File: config.mk
export PLATFORM = sky130hd
export DESIGN_NAME = pong_pixel_renderer_flat
export DESIGN_NICKNAME = d
export VERILOG_FILES = /design/src/rtl/pong_pixel_renderer_pkg.sv /design/src/rtl/pong_pixel_renderer_if.sv /design/src/rtl/pong_pixel_renderer_timing.sv /design/src/rtl/pong_pixel_renderer.sv /design/src/flat_wrapper.sv
export SDC_FILE = /design/constraint.sdc
export NUM_CORES = 1
export LEC_CHECK = 0
export CAP_MARGIN = 0
export CORE_ASPECT_RATIO = 0.5
export CORE_UTILIZATION = 50
export DETAILED_ROUTE_END_ITERATION = 6
export GPL_TIMING_DRIVEN = 0
export PLACE_DENSITY = 0.75
export SKIP_LAST_GASP = 1
export SLEW_MARGIN = 5
export SYNTH_ARGS = -nofsm -noshare
export SYNTH_HDL_FRONTEND = slang
export SYNTH_SLANG_ARGS = --single-unit
File: constraint.sdc
create_clock -name i_clock -period 2.4 [get_ports i_clock]
set_input_delay 0.24 -clock i_clock [delete_from_list [all_inputs] [get_ports i_clock]]
set_output_delay 0.24 -clock i_clock [all_outputs]
set_load 0.01 [all_outputs]
File: src/rtl/pong_pixel_renderer_pkg.sv
// Shared Pong/VGA package: 640x480@60 timing, object geometry, colour codes
// and small geometry helpers used by the renderer and the colour splitter.
package vga_pong_pkg;

  localparam int CLK_DIV  = 4;

  localparam int H_ACTIVE = 640;
  localparam int H_FP     = 16;
  localparam int H_SYNC   = 96;
  localparam int H_BP     = 48;
  localparam int H_TOTAL  = H_ACTIVE + H_FP + H_SYNC + H_BP;

  localparam int V_ACTIVE = 480;
  localparam int V_FP     = 10;
  localparam int V_SYNC   = 2;
  localparam int V_BP     = 33;
  localparam int V_TOTAL  = V_ACTIVE + V_FP + V_SYNC + V_BP;

  localparam int PADDLE_W   = 8;
  localparam int PADDLE_H   = 64;
  localparam int BALL_SIZE  = 8;
  localparam int PADDLE_L_X = 16;
  localparam int PADDLE_R_X = 616;

  // Centre net: four pixels wide, dashed in 16-line segments
  localparam int NET_X0 = 318;
  localparam int NET_W  = 4;

  typedef enum logic [2:0] {
    COL_BG     = 3'b000,
    COL_PADDLE = 3'b010,
    COL_BALL   = 3'b110,
    COL_NET    = 3'b111
  } color_e;

  // True when start <= pos < start+len; 11 bits leave headroom so no wrap
  function automatic logic inSpan(input logic [10:0] pos,
                                  input logic [10:0] start,
                                  input logic [10:0] len);
    return (pos >= start) && (pos < start + len);
  endfunction

  // Limits a position so the object stays fully on screen
  function automatic logic [10:0] clampPos(input logic [10:0] pos,
                                           input logic [10:0] maxPos);
    return (pos > maxPos) ? maxPos : pos;
  endfunction

endpackage

File: src/rtl/pong_pixel_renderer_if.sv
// Renderer bus: object positions in, pixel stream and sync out.
// The master drives positions (game logic / bench), the slave is the renderer.
interface pong_pixel_renderer_if;
  logic [8:0] i_paddle_l_y;
  logic [8:0] i_paddle_r_y;
  logic [9:0] i_ball_x;
  logic [8:0] i_ball_y;
  logic       o_pixel_refresh;
  logic [2:0] o_color;
  logic       o_hsync;
  logic       o_vsync;
  logic       o_frame_start;

  modport master (
    output i_paddle_l_y, i_paddle_r_y, i_ball_x, i_ball_y,
    input  o_pixel_refresh, o_color, o_hsync, o_vsync, o_frame_start
  );

  modport slave (
    input  i_paddle_l_y, i_paddle_r_y, i_ball_x, i_ball_y,
    output o_pixel_refresh, o_color, o_hsync, o_vsync, o_frame_start
  );
endinterface

File: src/rtl/pong_pixel_renderer_timing.sv
// VGA raster timing: pixel-clock divider, h/v counters and the combinational
// sync/active decode for the pixel currently addressed by the counters.
module vga_timing_counter #(
  parameter int CLK_DIV  = vga_pong_pkg::CLK_DIV,
  parameter int H_ACTIVE = vga_pong_pkg::H_ACTIVE,
  parameter int H_FP     = vga_pong_pkg::H_FP,
  parameter int H_SYNC   = vga_pong_pkg::H_SYNC,
  parameter int H_BP     = vga_pong_pkg::H_BP,
  parameter int V_ACTIVE = vga_pong_pkg::V_ACTIVE,
  parameter int V_FP     = vga_pong_pkg::V_FP,
  parameter int V_SYNC   = vga_pong_pkg::V_SYNC,
  parameter int V_BP     = vga_pong_pkg::V_BP
) (
  input  logic       i_clock,
  input  logic       i_reset_n,
  output logic       o_tick,
  output logic [9:0] o_h,
  output logic [9:0] o_v,
  output logic       o_hsync_n,
  output logic       o_vsync_n,
  output logic       o_active,
  output logic       o_last_pixel
);

  localparam int H_TOTAL = H_ACTIVE + H_FP + H_SYNC + H_BP;
  localparam int V_TOTAL = V_ACTIVE + V_FP + V_SYNC + V_BP;
  localparam int DIV_W   = $clog2(CLK_DIV);

  logic [DIV_W-1:0] r_div;
  logic [9:0]       r_h;
  logic [9:0]       r_v;

  assign o_tick = (r_div == DIV_W'(CLK_DIV - 1));

  // Divider free-runs; the raster position advances once per pixel tick
  always_ff @(posedge i_clock) begin
    if (!i_reset_n) begin
      r_div <= '0;
      r_h   <= '0;
      r_v   <= '0;
    end else begin
      r_div <= o_tick ? '0 : r_div + DIV_W'(1);
      if (o_tick) begin
        if (r_h == 10'(H_TOTAL - 1)) begin
          r_h <= '0;
          r_v <= (r_v == 10'(V_TOTAL - 1)) ? '0 : r_v + 10'd1;
        end else begin
          r_h <= r_h + 10'd1;
        end
      end
    end
  end

  assign o_h          = r_h;
  assign o_v          = r_v;
  assign o_hsync_n    = !((r_h >= 10'(H_ACTIVE + H_FP)) &&
                          (r_h <= 10'(H_ACTIVE + H_FP + H_SYNC - 1)));
  assign o_vsync_n    = !((r_v >= 10'(V_ACTIVE + V_FP)) &&
                          (r_v <= 10'(V_ACTIVE + V_FP + V_SYNC - 1)));
  assign o_active     = (r_h < 10'(H_ACTIVE)) && (r_v < 10'(V_ACTIVE));
  assign o_last_pixel = (r_h == 10'(H_TOTAL - 1)) && (r_v == 10'(V_TOTAL - 1));

endmodule

File: src/rtl/pong_pixel_renderer.sv
// Pong scene renderer: snapshots object positions once per frame, tests the
// current pixel against ball, paddles and net, and registers colour and sync
// together so they always describe the same pixel.
module pong_pixel_renderer
  import vga_pong_pkg::*;
#(
  parameter int CLK_DIV_P    = CLK_DIV,
  parameter int H_ACTIVE_P   = H_ACTIVE,
  parameter int H_FP_P       = H_FP,
  parameter int H_SYNC_P     = H_SYNC,
  parameter int H_BP_P       = H_BP,
  parameter int V_ACTIVE_P   = V_ACTIVE,
  parameter int V_FP_P       = V_FP,
  parameter int V_SYNC_P     = V_SYNC,
  parameter int V_BP_P       = V_BP,
  parameter int PADDLE_W_P   = PADDLE_W,
  parameter int PADDLE_H_P   = PADDLE_H,
  parameter int BALL_SIZE_P  = BALL_SIZE,
  parameter int PADDLE_L_X_P = PADDLE_L_X,
  parameter int PADDLE_R_X_P = PADDLE_R_X,
  parameter int NET_X0_P     = NET_X0,
  parameter int NET_W_P      = NET_W
) (
  input  logic                  i_clock,
  input  logic                  i_reset_n,
  pong_pixel_renderer_if.slave  bus
);

  // Clamp limits keep objects fully visible; reset positions centre them
  localparam logic [10:0] PAD_Y_MAX  = 11'(V_ACTIVE_P - PADDLE_H_P);
  localparam logic [10:0] BALL_X_MAX = 11'(H_ACTIVE_P - BALL_SIZE_P);
  localparam logic [10:0] BALL_Y_MAX = 11'(V_ACTIVE_P - BALL_SIZE_P);
  localparam logic [8:0]  PAD_Y_RST  = 9'((V_ACTIVE_P - PADDLE_H_P) / 2);
  localparam logic [9:0]  BALL_X_RST = 10'((H_ACTIVE_P - BALL_SIZE_P) / 2);
  localparam logic [8:0]  BALL_Y_RST = 9'((V_ACTIVE_P - BALL_SIZE_P) / 2);

  logic        w_tick;
  logic [9:0]  w_h;
  logic [9:0]  w_v;
  logic        w_hsync_n;
  logic        w_vsync_n;
  logic        w_active;
  logic        w_last_pixel;
  logic [10:0] w_h11;
  logic [10:0] w_v11;
  logic        w_ball;
  logic        w_paddle;
  logic        w_net;
  logic [2:0]  w_color;

  logic [8:0]  r_pad_l_y;
  logic [8:0]  r_pad_r_y;
  logic [9:0]  r_ball_x;
  logic [8:0]  r_ball_y;
  logic        r_refresh;
  logic [2:0]  r_color;
  logic        r_hsync;
  logic        r_vsync;
  logic        r_frame_start;

  vga_timing_counter #(
    .CLK_DIV (CLK_DIV_P),
    .H_ACTIVE(H_ACTIVE_P), .H_FP(H_FP_P), .H_SYNC(H_SYNC_P), .H_BP(H_BP_P),
    .V_ACTIVE(V_ACTIVE_P), .V_FP(V_FP_P), .V_SYNC(V_SYNC_P), .V_BP(V_BP_P)
  ) u_timing (
    .i_clock     (i_clock),
    .i_reset_n   (i_reset_n),
    .o_tick      (w_tick),
    .o_h         (w_h),
    .o_v         (w_v),
    .o_hsync_n   (w_hsync_n),
    .o_vsync_n   (w_vsync_n),
    .o_active    (w_active),
    .o_last_pixel(w_last_pixel)
  );

  // Latch clamped positions on the very last pixel so a whole frame sees one set
  always_ff @(posedge i_clock) begin
    if (!i_reset_n) begin
      r_pad_l_y <= PAD_Y_RST;
      r_pad_r_y <= PAD_Y_RST;
      r_ball_x  <= BALL_X_RST;
      r_ball_y  <= BALL_Y_RST;
    end else if (w_tick && w_last_pixel) begin
      r_pad_l_y <= 9'(clampPos(11'(bus.i_paddle_l_y), PAD_Y_MAX));
      r_pad_r_y <= 9'(clampPos(11'(bus.i_paddle_r_y), PAD_Y_MAX));
      r_ball_x  <= 10'(clampPos(11'(bus.i_ball_x), BALL_X_MAX));
      r_ball_y  <= 9'(clampPos(11'(bus.i_ball_y), BALL_Y_MAX));
    end
  end

  assign w_h11 = {1'b0, w_h};
  assign w_v11 = {1'b0, w_v};

  assign w_ball   = inSpan(w_h11, {1'b0, r_ball_x}, 11'(BALL_SIZE_P)) &&
                    inSpan(w_v11, {2'b0, r_ball_y}, 11'(BALL_SIZE_P));
  assign w_paddle = (inSpan(w_h11, 11'(PADDLE_L_X_P), 11'(PADDLE_W_P)) &&
                     inSpan(w_v11, {2'b0, r_pad_l_y}, 11'(PADDLE_H_P))) ||
                    (inSpan(w_h11, 11'(PADDLE_R_X_P), 11'(PADDLE_W_P)) &&
                     inSpan(w_v11, {2'b0, r_pad_r_y}, 11'(PADDLE_H_P)));
  assign w_net    = inSpan(w_h11, 11'(NET_X0_P), 11'(NET_W_P)) && !w_v[4];

  // Priority mux: ball over paddle over net over background, black in blanking
  always_comb begin
    w_color = 3'b000;
    if (w_active) begin
      if (w_ball)        w_color = COL_BALL;
      else if (w_paddle) w_color = COL_PADDLE;
      else if (w_net)    w_color = COL_NET;
      else               w_color = COL_BG;
    end
  end

  // Output registers load once per pixel; strobe trails the tick by one clock
  always_ff @(posedge i_clock) begin
    if (!i_reset_n) begin
      r_refresh     <= 1'b0;
      r_color       <= 3'b000;
      r_hsync       <= 1'b1;
      r_vsync       <= 1'b1;
      r_frame_start <= 1'b0;
    end else begin
      r_refresh     <= w_tick;
      r_frame_start <= w_tick && (w_h == 10'd0) && (w_v == 10'd0);
      if (w_tick) begin
        r_color <= w_color;
        r_hsync <= w_hsync_n;
        r_vsync <= w_vsync_n;
      end
    end
  end

  assign bus.o_pixel_refresh = r_refresh;
  assign bus.o_color         = r_color;
  assign bus.o_hsync         = r_hsync;
  assign bus.o_vsync         = r_vsync;
  assign bus.o_frame_start   = r_frame_start;

endmodule

File: src/flat_wrapper.sv
// flat-port wrapper written by rule: the top's interface ports become plain ports
module pong_pixel_renderer_flat import vga_pong_pkg::*;
#(
  parameter int CLK_DIV_P    = CLK_DIV,
  parameter int H_ACTIVE_P   = H_ACTIVE,
  parameter int H_FP_P       = H_FP,
  parameter int H_SYNC_P     = H_SYNC,
  parameter int H_BP_P       = H_BP,
  parameter int V_ACTIVE_P   = V_ACTIVE,
  parameter int V_FP_P       = V_FP,
  parameter int V_SYNC_P     = V_SYNC,
  parameter int V_BP_P       = V_BP,
  parameter int PADDLE_W_P   = PADDLE_W,
  parameter int PADDLE_H_P   = PADDLE_H,
  parameter int BALL_SIZE_P  = BALL_SIZE,
  parameter int PADDLE_L_X_P = PADDLE_L_X,
  parameter int PADDLE_R_X_P = PADDLE_R_X,
  parameter int NET_X0_P     = NET_X0,
  parameter int NET_W_P      = NET_W
)
  (i_clock, i_reset_n, bus_i_paddle_l_y, bus_i_paddle_r_y, bus_i_ball_x, bus_i_ball_y, bus_o_pixel_refresh, bus_o_color, bus_o_hsync, bus_o_vsync, bus_o_frame_start);
  pong_pixel_renderer_if bus_i ();
  input  logic i_clock;
  input  logic i_reset_n;
  input wire logic [$bits(bus_i.i_paddle_l_y)-1:0] bus_i_paddle_l_y;
  input wire logic [$bits(bus_i.i_paddle_r_y)-1:0] bus_i_paddle_r_y;
  input wire logic [$bits(bus_i.i_ball_x)-1:0] bus_i_ball_x;
  input wire logic [$bits(bus_i.i_ball_y)-1:0] bus_i_ball_y;
  output wire logic [$bits(bus_i.o_pixel_refresh)-1:0] bus_o_pixel_refresh;
  output wire logic [$bits(bus_i.o_color)-1:0] bus_o_color;
  output wire logic [$bits(bus_i.o_hsync)-1:0] bus_o_hsync;
  output wire logic [$bits(bus_i.o_vsync)-1:0] bus_o_vsync;
  output wire logic [$bits(bus_i.o_frame_start)-1:0] bus_o_frame_start;
  assign bus_i.i_paddle_l_y = bus_i_paddle_l_y;
  assign bus_i.i_paddle_r_y = bus_i_paddle_r_y;
  assign bus_i.i_ball_x = bus_i_ball_x;
  assign bus_i.i_ball_y = bus_i_ball_y;
  assign bus_o_pixel_refresh = bus_i.o_pixel_refresh;
  assign bus_o_color = bus_i.o_color;
  assign bus_o_hsync = bus_i.o_hsync;
  assign bus_o_vsync = bus_i.o_vsync;
  assign bus_o_frame_start = bus_i.o_frame_start;
  pong_pixel_renderer #(.CLK_DIV_P(CLK_DIV_P), .H_ACTIVE_P(H_ACTIVE_P), .H_FP_P(H_FP_P), .H_SYNC_P(H_SYNC_P), .H_BP_P(H_BP_P), .V_ACTIVE_P(V_ACTIVE_P), .V_FP_P(V_FP_P), .V_SYNC_P(V_SYNC_P), .V_BP_P(V_BP_P), .PADDLE_W_P(PADDLE_W_P), .PADDLE_H_P(PADDLE_H_P), .BALL_SIZE_P(BALL_SIZE_P), .PADDLE_L_X_P(PADDLE_L_X_P), .PADDLE_R_X_P(PADDLE_R_X_P), .NET_X0_P(NET_X0_P), .NET_W_P(NET_W_P)) u_core (.i_clock(i_clock), .i_reset_n(i_reset_n), .bus(bus_i));
endmodule
Word-level counts from Yosys, hierarchy flattened. Index checks and enable logic that the tools add are counted. W data, S select, Z words.

Output and inout port bits: 7. Memory bits (read-only): 0. Memories kept: 0. Memory bits (writable): 0. Bits in registers: 66. Latch bits: 0. Input bits: 39.

Order comparisons: 24. Shifts and indexed selects: 0. Add/sub/neg operators: 7. $mul: 0. Equal/unequal tests: 3. Divide/modulo/power cells: 0. Reductions and logical operators: 26. Mux-type cells: 10. Bitwise operators: 1.

Operators with widths (count): $lt A10 B11 Y1 (4); $ge A10 B9 Y1 (3); $mux W10 (3); $gt A9 B9 Y1 const B (3); $mux W9 (3); $add A10 B1 Y10 const B (2); $add A9 B7 Y10 const B (2); $eq A10 B10 Y1 const B (2); $ge A10 B10 Y1 const B (2); $ge A10 B9 Y1 const B (2); $logic_not A10 Y1 (2); $lt A10 B10 Y1 const B (2); $lt A10 B9 Y1 const B (2); $logic_and A1 B1 Y1 (18); $mux W3 (4); $add A10 B4 Y11 const B (1); $add A9 B4 Y10 const B (1); $ge A10 B10 Y1 (1); $ge A10 B5 Y1 const B (1); $gt A10 B10 Y1 const B (1); $le A10 B10 Y1 const B (1); $le A10 B9 Y1 const B (1); $lt A10 B5 Y1 const B (1); $logic_not A1 Y1 (3); other kinds (6) (6).

Logic depth before layout (Yosys ltp).
Depth in word-level cells: 8. Mapped depth: 11.

By module. A second synthesis with hierarchy kept.

Cells, all modules: 540. Area, all modules: 4529.3 um2.

Modules (own cells, without submodules): pong_pixel_renderer (instances 1, cells each 408, area an instance 3345.7 um2); vga_timing_counter (instances 1, cells each 132, area an instance 1183.6 um2).

Worst setup path before layout. Ideal clock, no wire load.

Kind: register to register. Start: reg u_core.r_ball_x[3]. End: reg u_core.r_color[0] (netlist: u_core.bus.o_color[0]). Cell stages (with the launch flop): 11. Data arrival time: 1967 ps. Path buffers: 0. Period minus slack after synthesis: 2084 ps. Required time: 2283 ps. Setup time: 117 ps. Path slack: 316 ps. Cells stage by stage: dfxtp_1 ha_1 and3_1 xnor2_1 ha_1 o21a_1 o21ai_0 a31oi_1 o32ai_1 nand4_1 a32o_1.

Cells in the longest elaborated chain, start to end: 6.

RTL lines: from (decl) (RTL line pong_pixel_renderer.sv:53) `logic [9:0] r_ball_x;`; from (signal assigned) (RTL line pong_pixel_renderer.sv:87) `r_ball_x <= 10'(clampPos(11'(bus.i_ball_x), BALL_X_MAX));`; $add A10 B4 Y11 (RTL line pong_pixel_renderer_pkg.sv:40) `return (pos >= start) && (pos < start + len);`; $lt A10 B11 Y1 (RTL line pong_pixel_renderer_pkg.sv:40); $logic_and A1 B1 Y1 * (RTL line pong_pixel_renderer_pkg.sv:40); $logic_and A1 B1 Y1 * (RTL line pong_pixel_renderer.sv:95) `assign w_ball = inSpan(w_h11, {1'b0, r_ball_x}, 11'(BALL_SIZE_P)) &&`; $mux W3 * (RTL line pong_pixel_renderer.sv:107) `if (w_ball) w_color = COL_BALL;`; $mux W3 * (RTL line pong_pixel_renderer.sv:106) `if (w_active) begin`; to (signal assigned) (RTL line pong_pixel_renderer.sv:126) `r_color <= w_color;`; to (decl) (RTL line pong_pixel_renderer.sv:56) `logic [2:0] r_color;`.

Every way passes the cells marked *; elsewhere a longest branch is shown, timed or not. A chain may end at the register's enable or synchronous reset.

Worst setup path in the final report.
Start: reg u_core.u_timing.r_v[5] (netlist: u_core.u_timing.o_v[5]). End: reg u_core.r_ball_y[5].

Cells in the longest elaborated chain, start to end: 3.

RTL lines: from (decl) (RTL line pong_pixel_renderer_timing.sv:31) `logic [9:0] r_v;`; from (signal assigned) (RTL line pong_pixel_renderer_timing.sv:46) `r_v <= (r_v == 10'(V_TOTAL - 1)) ? '0 : r_v + 10'd1;`; $eq A10 B10 Y1 (RTL line pong_pixel_renderer_timing.sv:61) `assign o_last_pixel = (r_h == 10'(H_TOTAL - 1)) && (r_v == 10'(V_TOTAL - 1));`; $logic_and A1 B1 Y1 (RTL line pong_pixel_renderer_timing.sv:61); $logic_and A1 B1 Y1 (RTL line pong_pixel_renderer.sv:84) `end else if (w_tick && w_last_pixel) begin`; to (signal assigned) (RTL line pong_pixel_renderer.sv:88) `r_ball_y <= 9'(clampPos(11'(bus.i_ball_y), BALL_Y_MAX));`; to (decl) (RTL line pong_pixel_renderer.sv:54) `logic [8:0] r_ball_y;`.

No other way between the ends.

==> reports/summary.log <==
INFO  clock_tree     clock_insertion_delay_worst_skew=0.34ns
INFO  logic_synthesis yosys.area.top_type_share=29.4%
INFO  critical_path  critPathMaxFanout=10
INFO  global_route   grt_max_degree=11
INFO  power_and_ir_drop p_leak=2.35nW
INFO  clock_tree     clock-sinks=66
INFO  route          detailed_route_iter0_violations=259
INFO  sta            totalNegativeSetupSlack=0ns
INFO  route          viasPerCell=5.74
INFO  global_route   initial_antenna_violation_count=0
INFO  global_route   grt-ovfl-total=0
INFO  logic_synthesis netlist_top_cells_area=sky130_fd_sc_hd__dfxtp_1 (29%), sky130_fd_sc_hd__ha_1 (19%), sky130_fd_sc_hd__inv_1 (4.0%), sky130_fd_sc_hd__a21oi_1 (3.7%), sky130_fd_sc_hd__xnor2_1 (3.5%)
INFO  logic_synthesis synth_seq_area_share=29.4%
INFO  placement      pre_cts_ws=-0.105ns
INFO  logic_synthesis syn_avg_cell_area=8.45um2
INFO  critical_path  worstSetupStartpointType=flip-flop
INFO  critical_path  critical_path_cell_list=nor4_1, nand3b_1, nor2_1, nand4_2, and2_1, buf_6, buf_6, a22oi_1
INFO  sta            hold_violations=0
INFO  logic_synthesis synth.ff_latch_count=66
INFO  clock_tree     cts_buffer_depth=2
INFO  layout         postLayoutCellArea=5450um2
INFO  global_route   globalRoute.busiestLayer=met2
INFO  placement      io_buffers=45
INFO  placement      place.gp.congestion=0.875
INFO  critical_path  cp_slowest_cell=sky130_fd_sc_hd__dfxtp_1
INFO  critical_path  critical_path_arrival=2.60ns
INFO  logic_synthesis post-synth-top-count-cell=sky130_fd_sc_hd__ha_1
INFO  die            std_cell_rows=24
INFO  route          aggregate_routed_wire_length=11.3mm
INFO  sta            fin_worst_skew=0.00427ns
INFO  critical_path  crit_path_end_kind=flip-flop
INFO  global_route   grt_use_met1=35.5%
INFO  die            core-area=8710um2
INFO  die            dieArea=9380um2
INFO  critical_path  cp.buffers_inverters=2
INFO  worst_hold_path holdPathEnd=u_core.u_timing.r_div[0]$_SDFF_PP0_
INFO  job            drv_cap=0
INFO  logic_synthesis synthFlopType=sky130_fd_sc_hd__dfxtp_1
INFO  route          drt.antenna.violating_nets=0
INFO  route          detail_route.wl_per_cell=15.9um
INFO  sta            max_slew_margin=56.7%
INFO  worst_hold_path holdCritStartpoint=u_core.u_timing.r_div[0]$_SDFF_PP0_
INFO  clock_tree     clock-root-buffer=sky130_fd_sc_hd__clkbuf_16
INFO  logic_synthesis syn-num-nets=639
INFO  power_and_ir_drop power_per_cell_area=454nW/um2
INFO  clock_tree     cts_hold_buf=0
INFO  global_route   first_global_vias=3731
INFO  logic_synthesis synth_largest_area_cell=sky130_fd_sc_hd__dfxtp_1
INFO  placement      detailed_place.area=5090um2
INFO  logic_synthesis synth-edff-count=0
INFO  global_route   grt_util_all_layers=25.4%
INFO  die            dieWidth=136um
INFO  die            floorplan.initialDensity=51.6%
INFO  placement      hpwl=8.52mm
INFO  clock_tree     clock_pin_slew_on_the_worst_setup_and_hold_paths=0.05ns
INFO  critical_path  critPathTopFamily=simple AND/OR/NAND/NOR gates
INFO  sta            final_min_period_over_clock_period=97.4%
INFO  global_route   grt_first_pass_wirelength=18.3mm
INFO  die            pin_count=46
INFO  logic_synthesis gate_count_after_technology_mapping=531
INFO  worst_hold_path hold_path.class=reg -> reg
INFO  global_route   global_route.usage.met2=39.0%
INFO  sta            worst-slew-pin-transition=0.641ns
INFO  critical_path  worst_ep_required_time=2.66ns
INFO  critical_path  worst-setup-path-type=reg -> reg
INFO  critical_path  timing.rr.end=u_core.r_ball_y[5]$_SDFFE_PN1P_
INFO  layout         drive_gt1_share=9.78%
INFO  logic_synthesis synth_warnings=0
INFO  route          via_count=4073
INFO  clock_tree     cts_tree=done
INFO  worst_hold_path min_path_cells=1
INFO  status         result_of_the_run=completed
INFO  sta            fmaxAchievable=428MHz
INFO  clock_tree     cts-buffers-inserted=9
INFO  sta            setup_violations=0
INFO  route          drc=0
INFO  layout         nNetsFinal=697
INFO  layout         flow.area_growth_from_synthesis=21.3%
INFO  critical_path  reg2regPathDepth=8
INFO  layout         insertedDiodeCount=0
INFO  route          firstDrtPassIters=5
INFO  logic_synthesis yosys.cell_types.count=58
INFO  power_and_ir_drop irDropWorstVdd=0.000352V
INFO  critical_path  regToRegStartpoint=u_core.u_timing.o_v[5]$_SDFFE_PN0P_
INFO  sta            finalCriticalPeriod=2.34ns
INFO  critical_path  cpPeakStageDelay=0.47ns
INFO  logic_synthesis ys_top_cells_by_count=sky130_fd_sc_hd__ha_1 (69), sky130_fd_sc_hd__dfxtp_1 (66), sky130_fd_sc_hd__inv_1 (48)
INFO  die            die_h=69um
INFO  critical_path  timing.reg2reg.setup_slack=0.06ns
INFO  global_route   grtUsageMet3=6.03%
INFO  sta            setup_slack=0.0623ns
INFO  logic_synthesis synthesis.area=4490um2
INFO  critical_path  critical-path-top-cell-by-count=sky130_fd_sc_hd__buf_6
INFO  sta            timing.final.max_slew_violations=0
INFO  clock_tree     cts.htree.levels=3
INFO  logic_synthesis synthArstFlopShare=0%
==> kinds of logic after synthesis <==
kind of cell / synth area share (%)
compound gates: 18.3
buf+inv: 6.05
fa+ha+maj: 19.2
mux: 0.223
flops: 29.4
xor+xnor: 4.88
simple gates: 21.9
==> worst register-to-register path, delay by kind of cell (launching register included) <==
family / cells / cell delay (ns)
and+or+nand+nor: 5 / 1.31
DFF: 1 / 0.47
buffers and inverters: 2 / 0.31
AOI/OAI and AO/OA: 1 / 0.17
==> worst max-delay path by stage <==
stage                                         from                                 end  slack [ns]  cells after the start
4_1_cts            u_core.r_ball_x[3]$_SDFFE_PN1P_  u_core.bus.o_color[0]$_SDFFE_PN0P_       -0.06                     10
6_report       u_core.u_timing.o_v[5]$_SDFFE_PN0P_     u_core.r_ball_y[5]$_SDFFE_PN1P_        0.06                      8
5_1_grt            u_core.r_ball_x[3]$_SDFFE_PN1P_  u_core.bus.o_color[0]$_SDFFE_PN0P_       -0.04                     11
3_3_place_gp       u_core.r_ball_x[3]$_SDFFE_PN1P_  u_core.bus.o_color[0]$_SDFFE_PN0P_       -0.06                     10
2_1_floorplan      u_core.r_ball_x[3]$_SDFFE_PN1P_  u_core.bus.o_color[0]$_SDFFE_PN0P_        0.32                     10
3_5_place_dp       u_core.r_ball_x[3]$_SDFFE_PN1P_  u_core.bus.o_color[0]$_SDFFE_PN0P_       -0.10                     10
==> stage by stage <==
step                util (%)  hold slack (ns)  total power [W]  instances
CTS                     61.7            0.430          0.00249        709
detailed placement      58.4            0.418          0.00128        693
floorplan                  -            0.349          0.00118        531
global placement        58.4            0.413          0.00127        693
global route            62.5            0.447          0.00254        710
finish                  62.5            0.427          0.00247        710
==> sequential cells by signal, summed over array words and instances, names as in the netlist <==
signal                      count
u_core.r_ball_x                10
u_core.u_timing.o_h            10
u_core.u_timing.o_v            10
u_core.r_ball_y                 9
u_core.r_pad_l_y                9
u_core.r_pad_r_y                9
u_core.bus.o_color              3
u_core.u_timing.r_div           2
u_core.bus.o_frame_start        1
u_core.bus.o_hsync              1
u_core.bus.o_pixel_refresh      1
u_core.bus.o_vsync              1
==> layer usage <==
| layer | share of wire, % | routed length [um] | vias up |
|---|---|---|---|
| met5 | 0 | 0 | - |
| met4 | 0.94 | 106 | 0 |
| met2 | 45 | 5070 | 99 |
| li1 | - | - | 2044 |
| met1 | 49 | 5530 | 1921 |
| met3 | 5.4 | 616 | 9 |
==> report_power, final <==
part           switching (W)  internal [W]  total (W)
logic              0.0000695     0.0000802   0.000150
registers         0.00000361       0.00110    0.00111
clock network       0.000472      0.000743    0.00121
==> timing repair <==
item                       in CTS  in global routing
setup buffers                   1                  1
setup endpoints to repair       3                 19
pin swaps                       1                  5
gates cloned                    0                  0
resized for setup               1                 28
==> cell type report <==
type	count	area, um2
fillers	766	3260
multi-input cells	401	2950
flip-flops and latches	66	1330
repair buffers	47	465
clock buffers	12	256
inverters	48	180
well taps	117	146
plain buffers	16	93.8
clock inverters	3	15.0
==> placed cells by master, fill, tap and decap left out, types with 8 or more instances in the layout <==
master,n
sky130_fd_sc_hd__xnor2_1,17
sky130_fd_sc_hd__inv_1,46
sky130_fd_sc_hd__ha_1,68
sky130_fd_sc_hd__nor2b_1,8
sky130_fd_sc_hd__dfxtp_1,58
sky130_fd_sc_hd__a21oi_1,33
sky130_fd_sc_hd__o211ai_1,8
sky130_fd_sc_hd__clkdlybuf4s50_1,45
sky130_fd_sc_hd__clkbuf_16,9
sky130_fd_sc_hd__o21ai_0,27
sky130_fd_sc_hd__nor2_1,39
sky130_fd_sc_hd__nand3_1,25
sky130_fd_sc_hd__nand2_1,34
sky130_fd_sc_hd__nand4_1,11
(Power assumes the default switching activity.)
